===== config.mk =====
export PLATFORM = sky130hd
export DESIGN_NAME = cache_mem_arbiter
export DESIGN_NICKNAME = d
export VERILOG_FILES = /design/src/rtl/rv32i_types.sv /design/src/rtl/cache_mem_arbiter.sv
export SDC_FILE = /design/constraint.sdc
export NUM_CORES = 1
export LEC_CHECK = 0
export CAP_MARGIN = 15
export CORE_AREA = 2 2 542 544
export DETAILED_ROUTE_END_ITERATION = 10
export DIE_AREA = 0 0 544 546
export PLACE_DENSITY_LB_ADDON = 0.2
export SETUP_SLACK_MARGIN = 0.3
export SYNTH_ARGS = -nofsm -noshare
export SYNTH_HDL_FRONTEND = slang
export SYNTH_SLANG_ARGS = --single-unit

===== constraint.sdc =====
create_clock -name clk -period 2.4 [get_ports clk]
set_input_delay 0.36 -clock clk [delete_from_list [all_inputs] [get_ports clk]]
set_output_delay 0.36 -clock clk [all_outputs]
set_load 0.02 [all_outputs]

===== src/rtl/rv32i_types.sv =====
`default_nettype none
// ============================================================================
// Module      : rv32i_types
// Description : Shared types for the L1-to-pmem path (line type and the
//               memory-arbiter grant state).
// Revision    : 1.0 - initial release
// ============================================================================
package rv32i_types;

   typedef logic [255:0] rv32i_line;

   typedef enum logic [1:0] {
      IDLE       = 2'd0,
      SERVE_I    = 2'd1,
      SERVE_D_RD = 2'd2,
      SERVE_D_WR = 2'd3
   } arb_state_t;

endpackage
`default_nettype wire


===== src/rtl/cache_mem_arbiter.sv =====
`default_nettype none
// ============================================================================
// Module      : cache_mem_arbiter
// Description : Shares the single pmem line port between the I-cache and the
//               D-cache. D has fixed priority; a saturating streak counter
//               bounds how many D grants may pass a waiting I request.
//               One transaction outstanding at a time.
// Revision    : 1.0 - initial release
// ============================================================================
module cache_mem_arbiter #(
   parameter int LINE_W       = 256,
   parameter int ADDR_W       = 32,
   parameter int MAX_D_STREAK = 4
) (
   input  logic              clk,
   input  logic              rst_n,
   input  logic              i_read,
   input  logic [ADDR_W-1:0] i_addr,
   output logic [LINE_W-1:0] i_rdata,
   output logic              i_resp,
   input  logic              d_read,
   input  logic              d_write,
   input  logic [ADDR_W-1:0] d_addr,
   input  logic [LINE_W-1:0] d_wdata,
   output logic [LINE_W-1:0] d_rdata,
   output logic              d_resp,
   output logic              pmem_read,
   output logic              pmem_write,
   output logic [ADDR_W-1:0] pmem_addr,
   output logic [LINE_W-1:0] pmem_wdata,
   input  logic [LINE_W-1:0] pmem_rdata,
   input  logic              pmem_resp
);
   import rv32i_types::*;

   localparam logic [3:0] c_max_streak = 4'(MAX_D_STREAK);

   arb_state_t state_q, state_d;
   logic [3:0] streak_q, streak_d;

   logic w_d_pend;
   logic w_i_block;

   assign w_d_pend  = d_read | d_write;
   assign w_i_block = i_read && (streak_q == c_max_streak);

   // State and streak registers with synchronous active-low reset.
   always_ff @(posedge clk) begin
      if (!rst_n) begin
         state_q  <= IDLE;
         streak_q <= 4'd0;
      end else begin
         state_q  <= state_d;
         streak_q <= streak_d;
      end
   end

   // Next-state: arbitrate in IDLE, hold a grant until pmem_resp.
   always_comb begin
      state_d  = state_q;
      streak_d = streak_q;
      unique case (state_q)
         IDLE: begin
            if (w_d_pend && !w_i_block) begin
               // d_write wins if both D strobes are (illegally) high.
               state_d = d_write ? SERVE_D_WR : SERVE_D_RD;
               if (!i_read) begin
                  streak_d = 4'd0;
               end else if (streak_q != c_max_streak) begin
                  streak_d = streak_q + 4'd1;
               end
            end else if (i_read) begin
               state_d  = SERVE_I;
               streak_d = 4'd0;
            end else begin
               streak_d = 4'd0;
            end
         end
         SERVE_I, SERVE_D_RD, SERVE_D_WR: begin
            // Always return through IDLE so the requester can drop its request.
            if (pmem_resp) begin
               state_d = IDLE;
            end
         end
         default: state_d = IDLE;
      endcase
   end

   // Output mux: strobes depend only on state; responses pass pmem_resp through.
   always_comb begin
      pmem_read  = 1'b0;
      pmem_write = 1'b0;
      pmem_addr  = '0;
      pmem_wdata = '0;
      i_resp     = 1'b0;
      d_resp     = 1'b0;
      i_rdata    = '0;
      d_rdata    = '0;
      unique case (state_q)
         SERVE_I: begin
            pmem_read = 1'b1;
            pmem_addr = i_addr;
            i_resp    = pmem_resp;
            i_rdata   = pmem_resp ? pmem_rdata : '0;
         end
         SERVE_D_RD: begin
            pmem_read = 1'b1;
            pmem_addr = d_addr;
            d_resp    = pmem_resp;
            d_rdata   = pmem_resp ? pmem_rdata : '0;
         end
         SERVE_D_WR: begin
            pmem_write = 1'b1;
            pmem_addr  = d_addr;
            pmem_wdata = d_wdata;
            d_resp     = pmem_resp;
            d_rdata    = pmem_resp ? pmem_rdata : '0;
         end
         default: begin
            pmem_read = 1'b0;
         end
      endcase
   end

endmodule
`default_nettype wire


Yosys cells after proc, flatten, opt, wreduce, memory -nomap -nowiden

Cells that the tools add are included.
Widths: inputs -> output; s select.

Flip-flop bits (word level): 6
Latch bits: 0
RAM bits: 0
Bits in read-only memories: 0
Input bits: 582
Output and inout bits: 804
Memories: 0

Add/subtract/negate cells: 1
$mul: 0
Div/mod/pow operators: 0
$lt $le $gt $ge: 0
Equality and inequality tests: 8
Shift operators: 0
Mux-type cells: 17
Bitwise operators: 1
Reductions and logical operators: 9

Operator list:

| cell                | count |
|---|---|
| $mux 256            | 4 |
| $pmux 32 s2         | 1 |
| $mux 4              | 3 |
| $mux 2              | 3 |
| $mux 1              | 5 |
| $add 4x1->4 const B | 1 |
| $eq 2x2->1 const B  | 2 |
| $eq 4x3->1 const B  | 1 |
| $ne 4x3->1 const B  | 1 |
| $pmux 2 s2          | 1 |
| $reduce_and 2->1    | 2 |
| $reduce_or 2->1     | 2 |
| $ne 3x2->1 const B  | 1 |
| $ne 3x3->1 const B  | 1 |
| $reduce_or 3->1     | 1 |
| $eq 2x1->1 const B  | 1 |
| $logic_and 1x1->1   | 2 |
| $logic_not 2->1     | 1 |
| $ne 2x2->1 const B  | 1 |
| $logic_not 1->1     | 1 |
| $or 1x1->1          | 1 |

Depth between registers and ports, before layout

Gate-level depths: netlist (run 1).

Depth after elaboration: 6
Mapped depth: 8
Depth with buffers taken out: 5

Worst setup path after synthesis (run 1)

Ideal clock, no wire load.

Path kind: register to output
Start point: register state_q[0]
End point: output pmem_addr[14]
Data arrival time: 1.720 ns
Required time: 2.040 ns
Slack: 0.320 ns
Stages on the path, launching flop included: 8
Buffers on the path: 3
Cells stage by stage: dfxtp_1 > ha_1 > or2_1 > buf_2 > clkbuf_1 > buf_2 > a22oi_1 > nor2_1

Cells in the longest elaborated chain, start to end: 3

Ends and longest elaborated chain:

| item                      | RTL line                | text |
|---|---|---|
| start, declared           | cache_mem_arbiter.sv:38 | `arb_state_t state_q, state_d;` |
| start signal, assigned    | cache_mem_arbiter.sv:53 | `state_q <= state_d;` |
| $eq 2x2->1                | cache_mem_arbiter.sv:99 | `unique case (state_q)` |
| $reduce_or 2->1 (no line) | -                       |  |
| $pmux 32 s2 (*)           | cache_mem_arbiter.sv:99 |  |
| end, declared             | cache_mem_arbiter.sv:29 | `output logic [ADDR_W-1:0] pmem_addr,` |

Mark *: on every way between the ends. The rest lies on a longest branch, timed or not.

Worst setup path after layout (run 1)

Start point: register state_q[0]
End point: output d_rdata[8]

Cells in the longest elaborated chain, start to end: 3

Ends and longest elaborated chain:

| item                          | RTL line                | text |
|---|---|---|
| $eq 2x2->1                    | cache_mem_arbiter.sv:99 |  |
| $reduce_or 2->1 (no line) (*) | -                       |  |
| $mux 256 (*)                  | -                       |  |
| end, declared                 | cache_mem_arbiter.sv:25 | `output logic [LINE_W-1:0] d_rdata,` |

Marked as above.

==> results of run 1 <==
[layer usage]
metal / track usage [%] / vias up / share of wire (%)
met2: 24.4 / 1318 / 45
met4: 3.50 / 22 / 3.3
met5: 0 / - / 0.062
met1: 19.3 / 7696 / 44
li1: - / 6653 / -
met3: 4.87 / 310 / 8.4
[synth_stat cells]
master	count	area share, %
a21o_2	1	0.14
a21oi_1	3	0.24
a22oi_1	31	3.7
a31oi_1	1	0.10
and2_1	258	26
and3_1	512	52
and3b_1	1	0.14
buf_1	1	0.060
buf_2	8	0.64
buf_6	1	0.18
clkbuf_1	144	8.7
dfxtp_1	6	1.9
ha_1	8	1.6
inv_1	5	0.30
nand2_1	3	0.18
nand2b_1	1	0.10
nand3_1	1	0.080
nor2_1	33	2.0
nor2b_1	1	0.10
nor3b_1	1	0.12
nor4b_1	3	0.42
o2111ai_1	1	0.14
o211ai_1	2	0.24
o21a_1	2	0.24
o21ai_0	4	0.32
o31a_1	1	0.14
o31ai_1	1	0.12
o32ai_1	1	0.14
or2_1	1	0.10
or2b_1	1	0.12
or4_1	1	0.12
[power groups by stage]
stage / combinational, mW / sequential [mW] / clock, mW
final: 8.72 / 0.118 / 0.271
after global routing: 9.13 / 0.119 / 0.285
after detailed placement: 7.68 / 0.117 / 0
after floorplan: 1.95 / 0.116 / 0
after global placement: 7.72 / 0.117 / 0
after CTS: 8.16 / 0.117 / 0.274
[final timing paths]
| path | to | depth (start not counted) | start | slack [ns] |
|---|---|---|---|---|
| hold / removal | streak_q[3]$_SDFFE_PN0P_ | 2 | streak_q[3]$_SDFFE_PN0P_ | 0.52 |
| setup reg to reg | streak_q[3]$_SDFFE_PN0P_ | 7 | state_q[0]$_SDFFE_PN0P_ | 0.67 |
| hold reg to reg | streak_q[3]$_SDFFE_PN0P_ | 2 | streak_q[3]$_SDFFE_PN0P_ | 0.52 |
| setup / recovery | d_rdata[8] | 9 | state_q[0]$_SDFFE_PN0P_ | -0.08 |
[cells by family (layout without fill, tap and decap cells)]
kind of cell / after synthesis / in the layout
and+or+nand+nor: 817 / 817
buffers and inverters: 159 / 1641
AOI/OAI and AO/OA: 48 / 48
adders and majority gates: 8 / 8
DFF: 6 / 6
other: 0 / 51
[placed cells by master (no fill, tap or decap), types with 3 or more instances in the layout]
master / instances
dlymetal6s2s_1: 15
ha_4: 3
and3_4: 137
clkdlybuf4s15_2: 9
dlygate4sd2_1: 27
buf_6: 60
diode_2: 51
clkbuf_2: 60
and3_1: 368
clkbuf_16: 21
and2_4: 32
nor4b_1: 3
o21ai_0: 3
clkdlybuf4s50_1: 581
buf_12: 530
nor2_1: 22
buf_8: 8
inv_1: 4
buf_4: 245
nand2_1: 3
buf_2: 59
buf_16: 19
and2_1: 226
and3_2: 7
nor2_2: 10
dfxtp_1: 4
a22oi_2: 20
ha_1: 3
a22oi_1: 11
[critical path, delay by kind of cell (launching register included)]
family,cells,cell delay [ns]
and+or+nand+nor,2,0.45
DFF,1,0.32
buffers and inverters,6,0.90
adders and majority gates,1,0.16
[what timing repair did]
action                                  in CTS  in global routing
cloned                                      12                 22
pin swaps                                    6                 13
resized for setup                          487                498
endpoints found under the setup margin     758                789
buffers inserted                            13                 28
[metrics by stage]
step           setup TNS (ns)  hold slack (ns)  total power [mW]  worst slack (ns)
2_1_floorplan               0            0.472              2.07             0.320
3_3_place_gp            -1.57            0.504              7.84           -0.0672
3_5_place_dp           -0.451            0.503              7.80           -0.0381
4_1_cts                -15.02            0.517              8.55            -0.148
5_1_grt                -11.50            0.551              9.53            -0.160
6_report                -1.30            0.515              9.10           -0.0753
[registers in the layout, summed over array words and instances, names as in the netlist]
| register | cells |
|---|---|
| state_q | 2 |
| streak_q | 4 |
[final cells by class]
cell class / count / share of cell area, %
Tap cell: 3919 / 14.9
Antenna cell: 51 / 0.388
Sequential cell: 6 / 0.373
Multi-Input combinational cell: 873 / 19.6
Clock buffer: 3 / 0.228
Timing Repair Buffer: 1633 / 64.5
Inverter: 5 / 0.0570
==> reports/qor.yml, run 1 <==
status: "finished, violations left"
violations: "negative setup slack"
cp-start-kind: "flop"
multiInputGateArea_um2: 6440
cts_tree: "yes"
finalSetupViolations: 42
final.period_utilization_pct: 103
final_util_pct: 11.3
ys_seq_area_share_pct: 1.93
critPathSlowestCell: "dfxtp_2"
netlist_instances: 1038
grt-ovfl-total: 0
layout_setup_ws_ns: -0.0753
route.detailed.drc: 0
io_buffers: 1385
clkPwrFrac_pct: 3.0
p_sw_share_pct: 49.7
period_needed_ns: 2.48
die_w_um: 544
synth_cell_types: 31
avgRoutedWirePerCell_um: 37.0
place_hpwl_um: 218000
skew_ns: 0.000495
cts_buffer_depth: 2
place_congestion: 1.01
relSlewSlack_pct: 60.1
synth_area_um2: 6210
seqCellArea_um2: 123
ant_nets: 0
first_iter_violations: 820
grt_pass1_wl_um: 270000
power.internal_mw: 4.58
combPwrFrac_pct: 95.7
placed_cells: 6361
cts_hold_buf: 0
first_pass_iters: 4
area_growth_syn_to_layout_pct: 430
critical_path_class: "flop to primary output"
power_density_nw_per_um2: 277
layout.cells.non_filler: 6490
vias: 16000
slowest_delay_ns: 0.32
crit_path_end_kind: "primary output"
dieArea_um2: 297000
synth_compound_area_share_pct: 5.58
drive_gt1_share_pct: 48.9
rsz0062_at_grt: "true"
crit_fanout: 8
io_pins: 1386
ir_worst_vdd_mv: 0.184
yosysWarnings: 0
core_area_um2: 292000
cp.required_ns: 2.04
muxShareOfSynthArea_pct: 0
globalRouteTotalUtil_pct: 15.1
synth_nets: 1628
clock_sinks: 6
initial_core_util_pct: 2.13
hold_viol_final: 0
postPlaceCellArea_um2: 30700
avgSynthCellArea_um2: 5.99
synthXorXnorAreaFrac_pct: 0
ys_ff_latch: 6
die_h_um: 546
p_leak_nw: 13.9
tightest_slew_ns: 0.596
final_max_slew_viol_count: 0
fin_nets: 3112
worstPathCellList: "buf_6, ha_4, or2_4, buf_12, buf_16, buf_16, and3_4, buf_12, buf_4"
rows: 199
drv_cap: 0
grt_max_degree: 100
vias_per_cell: 2.47
cts_buffers: 3
cts.root.buffer_cell: "clkbuf_16"
fmax_ghz: 0.404
p_switching_mw: 4.52
min_path_type: "flop to flop"
ctsHtreeMaxLevel: 1
yosys.area_share.adder_pct: 1.61
n_fill_cell: 33600
crit_arrival_ns: 2.12
antenna_found_initial: 202
synth_top_family_by_area: "simple AND/OR/NAND/NOR gates"
routed_wl_um: 240000
grt_pass1_vias: 15700
p_seq_share_pct: 1.3
clkTransAtPathRegs_ns: 0.03
clk-insertion-delay-late_ns: 0.23
yosys.area_share.simple_pct: 81.0
final_area_um2: 32900
Note: power is estimated with default switching activity, not from simulation.
==> inputs of run 2 (changes only) <==
--- a/config.mk
+++ b/config.mk
@@ -5,12 +5,13 @@
 export SDC_FILE = /design/constraint.sdc
 export NUM_CORES = 1
 export LEC_CHECK = 0
-export CAP_MARGIN = 15
+export CAP_MARGIN = 20
 export CORE_AREA = 2 2 542 544
 export DETAILED_ROUTE_END_ITERATION = 10
 export DIE_AREA = 0 0 544 546
 export PLACE_DENSITY_LB_ADDON = 0.2
 export SETUP_SLACK_MARGIN = 0.3
+export SLEW_MARGIN = 25
 export SYNTH_ARGS = -nofsm -noshare
 export SYNTH_HDL_FRONTEND = slang
 export SYNTH_SLANG_ARGS = --single-unit
==> results of run 2 <==
Same layout as run 1: the final DEF is identical, and so are final timing and power.
